## src/rtl/store_drain_buffer_if.sv

```systemverilog
// Handshake bundle between the store queue, the drain buffer,
// the data-memory write port and the load forwarding probe.
interface store_drain_buffer_if #(
    parameter int N        = 3,
    parameter int SB_DEPTH = 8,
    parameter int ADDR_W   = 32,
    parameter int DATA_W   = 32
);
    localparam int MW = DATA_W / 8;
    localparam int FW = $clog2(N + 1);
    localparam int CW = $clog2(SB_DEPTH + 1);

    logic [N-1:0]        commit_valid;
    logic [N*ADDR_W-1:0] commit_addr;
    logic [N*DATA_W-1:0] commit_data;
    logic [N*MW-1:0]     commit_mask;
    logic [FW-1:0]       sq_free_count;

    logic [CW-1:0]       buf_free_slots;
    logic                buf_empty;
    logic                overflow_err;

    logic                mem_req_valid;
    logic [ADDR_W-1:0]   mem_req_addr;
    logic [DATA_W-1:0]   mem_req_data;
    logic [MW-1:0]       mem_req_mask;
    logic                mem_req_ready;
    logic                mem_resp_valid;

    logic [ADDR_W-1:0]   lookup_addr;
    logic                lookup_hit;
    logic [DATA_W-1:0]   lookup_data;
    logic [MW-1:0]       lookup_mask;

    modport master (
        output commit_valid,
        output commit_addr,
        output commit_data,
        output commit_mask,
        output mem_req_ready,
        output mem_resp_valid,
        output lookup_addr,
        input  sq_free_count,
        input  buf_free_slots,
        input  buf_empty,
        input  overflow_err,
        input  mem_req_valid,
        input  mem_req_addr,
        input  mem_req_data,
        input  mem_req_mask,
        input  lookup_hit,
        input  lookup_data,
        input  lookup_mask
    );

    modport slave (
        input  commit_valid,
        input  commit_addr,
        input  commit_data,
        input  commit_mask,
        input  mem_req_ready,
        input  mem_resp_valid,
        input  lookup_addr,
        output sq_free_count,
        output buf_free_slots,
        output buf_empty,
        output overflow_err,
        output mem_req_valid,
        output mem_req_addr,
        output mem_req_data,
        output mem_req_mask,
        output lookup_hit,
        output lookup_data,
        output lookup_mask
    );
endinterface

```

## src/rtl/store_drain_buffer.sv

```systemverilog
// Post-commit store buffer: packs retired stores from the SQ head,
// drains them in order to memory and forwards them to loads.
module store_drain_buffer #(
    parameter int N        = 3,
    parameter int SB_DEPTH = 8,
    parameter int ADDR_W   = 32,
    parameter int DATA_W   = 32
) (
    input logic                 clock,
    input logic                 reset,
    store_drain_buffer_if.slave bus
);
    localparam int MW = DATA_W / 8;
    localparam int PW = $clog2(SB_DEPTH);
    localparam int CW = $clog2(SB_DEPTH + 1);
    localparam int FW = $clog2(N + 1);

    typedef enum logic [1:0] {
        IDLE,
        REQ,
        WAIT_ACK
    } state_e;

    state_e state_q, state_d;

    logic [PW-1:0]       head_q, head_d;
    logic [PW-1:0]       tail_q, tail_d;
    logic [CW-1:0]       count_q, count_d;
    logic                ovf_q, ovf_d;
    logic [SB_DEPTH-1:0] vld_q;

    logic [ADDR_W-1:0] addr_q [SB_DEPTH];
    logic [DATA_W-1:0] data_q [SB_DEPTH];
    logic [MW-1:0]     mask_q [SB_DEPTH];

    logic [CW-1:0] free_slots;
    logic [CW-1:0] acc;
    logic [N-1:0]  take;
    logic [PW-1:0] slot [N];
    logic          drop;
    logic          pop;

    logic              fwd_hit;
    logic [DATA_W-1:0] fwd_data;
    logic [MW-1:0]     fwd_mask;
    logic [PW-1:0]     fidx;
    logic              unused_lkup;

    assign unused_lkup = ^bus.lookup_addr[1:0];

    // Lane packing: each accepted lane lands at tail plus the
    // number of older lanes accepted before it; reset blocks intake.
    always_comb begin
        free_slots = CW'(SB_DEPTH) - count_q;
        acc        = '0;
        take       = '0;
        drop       = 1'b0;
        for (int i = 0; i < N; i++) begin
            slot[i] = tail_q + PW'(acc);
            if (bus.commit_valid[i] && reset) begin
                if (acc < free_slots) begin
                    take[i] = 1'b1;
                    acc     = acc + 1'b1;
                end else begin
                    drop = 1'b1;
                end
            end
        end
    end

    assign pop = (state_q == WAIT_ACK) && bus.mem_resp_valid;

    always_comb begin
        count_d = count_q + acc - CW'(pop);
        tail_d  = tail_q + PW'(acc);
        head_d  = head_q + PW'(pop);
        ovf_d   = ovf_q | drop;
    end

    always_ff @(posedge clock or negedge reset) begin
        if (!reset) begin
            head_q  <= '0;
            tail_q  <= '0;
            count_q <= '0;
            ovf_q   <= 1'b0;
        end else begin
            head_q  <= head_d;
            tail_q  <= tail_d;
            count_q <= count_d;
            ovf_q   <= ovf_d;
        end
    end

    always_ff @(posedge clock or negedge reset) begin
        if (!reset) begin
            vld_q <= '0;
        end else begin
            if (pop) begin
                vld_q[head_q] <= 1'b0;
            end
            for (int i = 0; i < N; i++) begin
                if (take[i]) begin
                    vld_q[slot[i]] <= 1'b1;
                end
            end
        end
    end

    // Payload needs no reset; the valid bits gate every use.
    always_ff @(posedge clock) begin
        for (int i = 0; i < N; i++) begin
            if (take[i]) begin
                addr_q[slot[i]] <= bus.commit_addr[i*ADDR_W +: ADDR_W];
                data_q[slot[i]] <= bus.commit_data[i*DATA_W +: DATA_W];
                mask_q[slot[i]] <= bus.commit_mask[i*MW +: MW];
            end
        end
    end

    always_ff @(posedge clock or negedge reset) begin
        if (!reset) begin
            state_q <= IDLE;
        end else begin
            state_q <= state_d;
        end
    end

    always_comb begin
        state_d = state_q;
        unique case (state_q)
            IDLE: begin
                if (count_q != '0) begin
                    state_d = REQ;
                end
            end
            REQ: begin
                if (bus.mem_req_ready) begin
                    state_d = WAIT_ACK;
                end
            end
            WAIT_ACK: begin
                if (pop) begin
                    state_d = (count_q > CW'(1)) ? REQ : IDLE;
                end
            end
            default: state_d = IDLE;
        endcase
    end

    always_comb begin
        bus.mem_req_valid = (state_q == REQ);
        bus.mem_req_addr  = addr_q[head_q];
        bus.mem_req_data  = data_q[head_q];
        bus.mem_req_mask  = mask_q[head_q];
    end

    // Walk oldest to youngest so the last match wins.
    always_comb begin
        fwd_hit  = 1'b0;
        fwd_data = '0;
        fwd_mask = '0;
        fidx     = '0;
        for (int k = 0; k < SB_DEPTH; k++) begin
            fidx = head_q + PW'(k);
            if (vld_q[fidx] &&
                addr_q[fidx][ADDR_W-1:2] ==
                bus.lookup_addr[ADDR_W-1:2]) begin
                fwd_hit  = 1'b1;
                fwd_data = data_q[fidx];
                fwd_mask = mask_q[fidx];
            end
        end
    end

    always_comb begin
        bus.sq_free_count  = FW'(acc);
        bus.buf_free_slots = free_slots;
        bus.buf_empty      = (count_q == '0);
        bus.overflow_err   = ovf_q;
        bus.lookup_hit     = fwd_hit;
        bus.lookup_data    = fwd_data;
        bus.lookup_mask    = fwd_mask;
    end
endmodule

```

## src/flat_wrapper.sv

```systemverilog
// flat-port wrapper written by rule: the top's interface ports become plain ports
module store_drain_buffer_flat 
#(
    parameter int N        = 3,
    parameter int SB_DEPTH = 8,
    parameter int ADDR_W   = 32,
    parameter int DATA_W   = 32
)
  (clock, reset, bus_commit_valid, bus_commit_addr, bus_commit_data, bus_commit_mask, bus_mem_req_ready, bus_mem_resp_valid, bus_lookup_addr, bus_sq_free_count, bus_buf_free_slots, bus_buf_empty, bus_overflow_err, bus_mem_req_valid, bus_mem_req_addr, bus_mem_req_data, bus_mem_req_mask, bus_lookup_hit, bus_lookup_data, bus_lookup_mask);
  store_drain_buffer_if #(.N(N), .SB_DEPTH(SB_DEPTH), .ADDR_W(ADDR_W), .DATA_W(DATA_W)) bus_i ();
  input logic clock;
  input logic reset;
  input wire logic [$bits(bus_i.commit_valid)-1:0] bus_commit_valid;
  input wire logic [$bits(bus_i.commit_addr)-1:0] bus_commit_addr;
  input wire logic [$bits(bus_i.commit_data)-1:0] bus_commit_data;
  input wire logic [$bits(bus_i.commit_mask)-1:0] bus_commit_mask;
  input wire logic [$bits(bus_i.mem_req_ready)-1:0] bus_mem_req_ready;
  input wire logic [$bits(bus_i.mem_resp_valid)-1:0] bus_mem_resp_valid;
  input wire logic [$bits(bus_i.lookup_addr)-1:0] bus_lookup_addr;
  output wire logic [$bits(bus_i.sq_free_count)-1:0] bus_sq_free_count;
  output wire logic [$bits(bus_i.buf_free_slots)-1:0] bus_buf_free_slots;
  output wire logic [$bits(bus_i.buf_empty)-1:0] bus_buf_empty;
  output wire logic [$bits(bus_i.overflow_err)-1:0] bus_overflow_err;
  output wire logic [$bits(bus_i.mem_req_valid)-1:0] bus_mem_req_valid;
  output wire logic [$bits(bus_i.mem_req_addr)-1:0] bus_mem_req_addr;
  output wire logic [$bits(bus_i.mem_req_data)-1:0] bus_mem_req_data;
  output wire logic [$bits(bus_i.mem_req_mask)-1:0] bus_mem_req_mask;
  output wire logic [$bits(bus_i.lookup_hit)-1:0] bus_lookup_hit;
  output wire logic [$bits(bus_i.lookup_data)-1:0] bus_lookup_data;
  output wire logic [$bits(bus_i.lookup_mask)-1:0] bus_lookup_mask;
  assign bus_i.commit_valid = bus_commit_valid;
  assign bus_i.commit_addr = bus_commit_addr;
  assign bus_i.commit_data = bus_commit_data;
  assign bus_i.commit_mask = bus_commit_mask;
  assign bus_i.mem_req_ready = bus_mem_req_ready;
  assign bus_i.mem_resp_valid = bus_mem_resp_valid;
  assign bus_i.lookup_addr = bus_lookup_addr;
  assign bus_sq_free_count = bus_i.sq_free_count;
  assign bus_buf_free_slots = bus_i.buf_free_slots;
  assign bus_buf_empty = bus_i.buf_empty;
  assign bus_overflow_err = bus_i.overflow_err;
  assign bus_mem_req_valid = bus_i.mem_req_valid;
  assign bus_mem_req_addr = bus_i.mem_req_addr;
  assign bus_mem_req_data = bus_i.mem_req_data;
  assign bus_mem_req_mask = bus_i.mem_req_mask;
  assign bus_lookup_hit = bus_i.lookup_hit;
  assign bus_lookup_data = bus_i.lookup_data;
  assign bus_lookup_mask = bus_i.lookup_mask;
  store_drain_buffer #(.N(N), .SB_DEPTH(SB_DEPTH), .ADDR_W(ADDR_W), .DATA_W(DATA_W)) u_core (.clock(clock), .reset(reset), .bus(bus_i));
endmodule
```

## config.mk

```make
export PLATFORM = sky130hd
export DESIGN_NAME = store_drain_buffer_flat
export DESIGN_NICKNAME = d
export VERILOG_FILES = /design/src/rtl/store_drain_buffer_if.sv /design/src/rtl/store_drain_buffer.sv /design/src/flat_wrapper.sv
export SDC_FILE = /design/constraint.sdc
export NUM_CORES = 2
export LEC_CHECK = 0
export BUFFER_PORTS_ARGS = -buffer_cell sky130_fd_sc_hd__buf_2
export CAP_MARGIN = 40
export CORE_MARGIN = 5
export CORE_UTILIZATION = 64
export DETAILED_ROUTE_END_ITERATION = 12
export HOLD_SLACK_MARGIN = 0.08
export PLACE_DENSITY_LB_ADDON = 0.1
export RECOVER_POWER = 25
export SLEW_MARGIN = 20
export SYNTH_ARGS = -nofsm -noshare
export SYNTH_HDL_FRONTEND = slang
export SYNTH_SLANG_ARGS = --single-unit
```

## constraint.sdc

```tcl
create_clock -name clock -period 13 [get_ports clock]
set_input_delay 1.3 -clock clock [delete_from_list [all_inputs] [get_ports clock]]
set_output_delay 1.3 -clock clock [all_outputs]
set_load 0.02 [all_outputs]
```

=== After elaboration in Yosys (flattened, before gate mapping) ===
Memory sizes are Yosys's and may differ from the RTL's.
Index checks and enable logic that the tools add are counted.

* Logic and storage cells: 164
* Memories kept: 3
* Input bits: 243
* Register bits: 21
* RAM bits: 544
* Output and inout port bits: 114

{| class="wikitable"
|+ Memories
! name !! depth !! width !! read ports !! clocked after memory_dff !! wr ports !! RTL line !! text
|-
| u_core.addr_q || 8 || 32 || 8 || 0 || 3 || store_drain_buffer.sv:32 || <nowiki>logic [ADDR_W-1:0] addr_q [SB_DEPTH];</nowiki>
|-
| u_core.data_q || 8 || 32 || 8 || 0 || 3 || store_drain_buffer.sv:33 || <nowiki>logic [DATA_W-1:0] data_q [SB_DEPTH];</nowiki>
|-
| u_core.mask_q || 8 || 4 || 8 || 0 || 3 || store_drain_buffer.sv:34 || <nowiki>logic [MW-1:0] mask_q [SB_DEPTH];</nowiki>
|}

* Reduce and logical (&&, ||, !) cells: 20
* Mux-type cells: 81
* Equal/unequal tests: 13
* Order comparisons: 19
* $add $sub $neg: 16
* Bitwise operators: 6

{| class="wikitable"
|+ Operators with widths
! cell !! number
|-
| 32-bit 2-to-1 mux || 8
|-
| 30-bit == test || 8
|-
| 4-bit 2-to-1 mux || 12
|-
| 3-bit by 4-bit < comparator with 1-bit output, second input constant || 11
|-
| 1-bit 2-to-1 mux || 41
|-
| 8-bit 2-to-1 mux || 4
|-
| 1-bit binary-select mux with 3-bit select || 8
|-
| 8-bit bitwise OR || 3
|-
| 1-bit logical AND || 16
|-
| 3-bit adder, second input constant || 4
|-
| 1-bit demux with 3-bit select || 4
|-
| 3-bit by 1-bit greater-or-equal comparator with 1-bit output, second input constant || 4
|-
| 8-bit AND || 1
|-
| 8-bit NOT || 1
|-
| 3-bit by 1-bit adder with 3-bit output || 2
|-
| 3-bit by 2-bit adder with 3-bit output, second input constant || 2
|-
| 3-bit adder || 2
|-
| 2-bit 2-to-1 mux || 3
|-
| 2-bit case mux with 3 select lines || 1
|-
| 4-bit by 1-bit adder with 4-bit output, second input constant || 1
|-
| 4-bit adder || 1
|-
| 4-bit by 1-bit > comparator with 1-bit output, second input constant || 1
|-
| 4-bit logical NOT || 1
|-
| 1-bit by 4-bit < comparator with 1-bit output || 1
|-
| other kinds (14) || 15
|}

=== Logic depth before layout (Yosys ltp) ===
* Depth after elaboration: 14
* Gate-level depth with buffers: 25
* Mapped depth without buffers: 19

=== Worst setup path before layout ===
OpenSTA, ideal clock, no wires.

* Kind: input to register
* Start point: input port reset
* End point: memory u_core.addr_q[1][0] (enable)
* Data arrival time: 9.714 ns
* Library setup time: 0.732 ns
* Data required time: 12.268 ns
* Cell stages on the path: 4
* Path buffers: 0
* Setup slack: 2.554 ns
* Cell sequence: nand2_1 -> nor2_1 -> nand2_1 -> o311ai_0

{| class="wikitable"
|+ RTL lines
! what !! RTL line !! text
|-
| start, declared || flat_wrapper.sv:12 || <nowiki>input logic reset;</nowiki>
|-
| end, declared || store_drain_buffer.sv:32 ||
|}

=== Final worst setup path ===
* Start point: register u_core.head_q[2]
* End point: output port bus_lookup_mask[0]

* Longest elaborated chain between the ends: 11

{| class="wikitable"
|+ RTL lines
! what !! RTL line !! text
|-
| start, declared || store_drain_buffer.sv:26 || <nowiki>logic [PW-1:0] head_q, head_d;</nowiki>
|-
| start signal, assigned || store_drain_buffer.sv:82 || <nowiki>head_q <= '0;</nowiki>
|-
| start signal, assigned || store_drain_buffer.sv:87 || <nowiki>head_q <= head_d;</nowiki>
|-
| 3-bit by 1-bit adder with 3-bit output, or another cell as far along || store_drain_buffer.sv:164 || <nowiki>fidx = head_q + PW'(k);</nowiki>
|-
| memory read 8 x 32 bit, or another cell as far along || -- ||
|-
| 30-bit == test, or another cell as far along || store_drain_buffer.sv:166 || <nowiki>addr_q[fidx][ADDR_W-1:2] ==</nowiki>
|-
| 1-bit logical AND / 4-bit 2-to-1 mux (equally long branches) || store_drain_buffer.sv:165 || <nowiki>if (vld_q[fidx] &&</nowiki>
|-
| 4-bit 2-to-1 mux (6 in a row) || store_drain_buffer.sv:165 ||
|-
| 4-bit 2-to-1 mux * || store_drain_buffer.sv:165 ||
|-
| end, declared || flat_wrapper.sv:30 || <nowiki>output wire logic [$bits(bus_i.lookup_mask)-1:0] bus_lookup_mask;</nowiki>
|}

Every way passes the cells marked *; elsewhere a longest branch is shown, timed or not. The select of a mux whose other input is x is not followed.

==> impl_metrics.yaml <==
detailed_routing:
  viasPerCell: 7.87
  vias: 54300
  avgRoutedWirePerCell_um: 36.1
  remaining_drc_errors: 0
  wirelength_um: 249000
  drt-pass1-iter-count: 7
  drt-initial-drc-count: 11000
  ant_nets: 0
placement:
  dp_slack_ns: 4.37
  port_buffers: 354
  gp_congestion: 1.13
  hpwl_um: 166000
  dpl_cell_area_um2: 61000
synth:
  synthTopCellsByArea: "edfxtp_1, mux4_2, mux2i_1"
  ys_warn_count: 0
  avgSynthCellArea_um2: 10.4
  async_reset_ff_share_pct: 3.72
  synth.distinct_cells: 83
  yosysSeqAreaShare_pct: 28.3
  synth_nets: 6001
  synthCells: 5735
  synth_top_cell_by_area: "edfxtp_1"
  synth_top_area_share_pct: 27.4
  synth_edf_count: 544
  synthFlopType: "edfxtp_1"
  ys_ff_latch: 565
  syn-cell-area_um2: 59500
finish:
  fillers: 6901
  fin_area_um2: 63400
  final_core_util_pct: 69.0
  multi_input_area_um2: 39000
  area_growth_pct: 6.56
  nets: 5835
  regArea_um2: 16900
  layout_common_cells: "mux2i_1, nand2_1, mux4_2"
  final_common_cell: "mux2i_1"
  layout-drive-gt1-share_pct: 23.1
clock_network:
  ctsHoldBuffers: 0
  clockBufferDepth: 3
  cts.sinks: 565
  cts_made_buffers: 67
  cts_resized: 0
  insertion_delay_ns: 0.69
  root_buffer: "clkbuf_16"
  clk_pin_slew_ns: 0.06
  cts_tree: "yes"
  cts_setup_buffers: 0
  htreeDepth: 3
floorplanning:
  io_pins: 357
  initial_core_util_pct: 64.7
  die_h_um: 315
  fp.dieW_um: 315
  core_um2: 91900
  die-area_um2: 99200
  rows: 111
worst_setup_path:
  cp_top_family: "buffers and inverters"
  crit_slowest_cell: "clkbuf_1"
  required_ns: 11.70
  slowest_delay_ns: 1.78
  endpoint_kind: "output port"
  cp-start-kind: "flop"
  cp_data_arrival_time_ns: 9.94
  crit_chain: "buf_16, clkbuf_1, inv_1, ha_4, buf_12, mux4_2, mux2i_1, xnor2_1, nor4_1, nand2_1, or4_2, buf_4, o211ai_1, a221oi_2, o22ai_1, buf_2"
  crit_path_max_fanout: 119
  critPathKind: "reg2out"
  rrSetupSlack_ns: 4.52
  cp.buffers_inverters: 6
timing:
  skew_ns: 0.0525
  period_needed_ns: 11.24
  setup_tns_ns: 0
  layout_setup_ws_ns: 1.76
  fmax_mhz: 89.0
  maxSlewViolCount: 668
  rsz0062_at_grt: "no"
  tightest_slew_ns: 3.74
  slew_headroom_pct: -149
  setup_viol: 0
  fin_crit_sh_pct: 86.4
  report.final.hold_viol_count: 0
power:
  irDropWorstVdd_v: 0.000194
  power_leakage_uw: 0.0248
  combPwrFrac_pct: 72.2
  power_switching_uw: 9640
  swShare_pct: 50.8
  power.share.clock_pct: 10.4
  p_int_uw: 9320
  cellPowerDensity_nw_per_um2: 299
  seqPwrFrac_pct: 17.4
  total_power_uw: 19000
run:
  maxCapViolations: 18
global_route:
  grt_pass1_vias: 50300
  antenna_found_initial: 72
  track_usage_pct: 48.7
  grt_max_degree: 120
  grt_pass1_wl_um: 353000
  overflow: 0
status:
  violations: "capacitance limit, slew limit"
  status: "finished with violations"
worst_hold_path:
  hold_path_class: "reg2reg"
## cell usage after synthesis, drive strengths merged, types with 64 or more instances
cell type,count
xnor2,214
a21oi,240
edfxtp,544
mux2i,963
o22ai,95
mux2,100
mux4,558
o21ai,471
a221oi,110
nand3,64
buf,448
nor2,205
clkbuf,304
nand2,842
## per-stage QoR
step                      instances  hold slack (ns)
final                          6905            0.482
after global routing           6887            0.533
after CTS                      6849            0.479
after detailed placement       6726            0.464
after global placement         6694            0.461
after floorplan                5735            0.510
## worst register-to-register path, stage by stage, from the launching register on
cell and delay (ns):
dfrtp_1 0.46, inv_1 0.15, ha_1 0.29, nor2b_1 0.15
a31oi_1 0.32, nand2b_1 0.15, inv_1 0.05, nor2_1 0.35
ha_1 0.31, and3_1 0.21, or2_2 0.32, ha_1 0.32
nor3_1 0.56, and3_1 0.54, clkbuf_1 2.25, or2_4 0.90
buf_4 0.43, buf_16 0.29
## metal layers
metal / wire length, um / track usage (%)
met2: 101000 / 66.4
met3: 48300 / 23.7
met5: 401 / 0
met4: 13600 / 22.3
met1: 86000 / 65.5
## power groups by stage
stage / combinational (uW) / sequential, uW / clock (uW)
2_1_floorplan: 9480 / 3080 / 0
3_3_place_gp: 12600 / 3290 / 0
3_5_place_dp: 13000 / 3300 / 0
4_1_cts: 13000 / 3260 / 1970
5_1_grt: 14100 / 3320 / 2050
6_report: 13700 / 3290 / 1980
## kinds of logic after synthesis
family                     Yosys count  share of synthesized area, %
adders and majority gates           23                         0.509
AOI/OAI and AO/OA                 1164                          12.4
xor gates and xnor gates           242                          3.56
buffers and inverters              798                          6.57
DFF                                565                          28.3
and+or+nand+nor                   1322                          9.44
muxes                             1621                          39.2
## path summary, 6_finish.rpt
path | startpoint | endpoint | cells after the start
worst min-delay path | u_core.bus.overflow_err | u_core.bus.overflow_err | 1
min in group asynchronous | reset | u_core.vld_q[4] | 2
max in group asynchronous | reset | u_core.head_q[0] | 2
worst max-delay path | u_core.head_q[2] | bus_lookup_mask[0] | 16
worst max register to register | u_core.count_q[0] | u_core.data_q[6][6] | 17
worst min register to register | u_core.bus.overflow_err | u_core.bus.overflow_err | 1
## area by class of cell
cell class | count | share of cell area [%]
well taps | 1243 | 2.45
clock inverters | 41 | 0.763
diodes | 39 | 0.154
flip-flops and latches | 565 | 26.6
multi-input cells | 4372 | 61.4
clock buffers | 82 | 2.78
inverters | 46 | 0.276
repair buffers | 517 | 5.56
## registers in the layout (all words and copies together) (netlist names)
signal                   flops
u_core.addr_q              256
u_core.data_q              256
u_core.mask_q               32
u_core.vld_q                 8
u_core.count_q               4
u_core.head_q                3
u_core.tail_q                3
u_core.state_q               2
u_core.bus.overflow_err      1
Power figures use the tool's default switching activity.
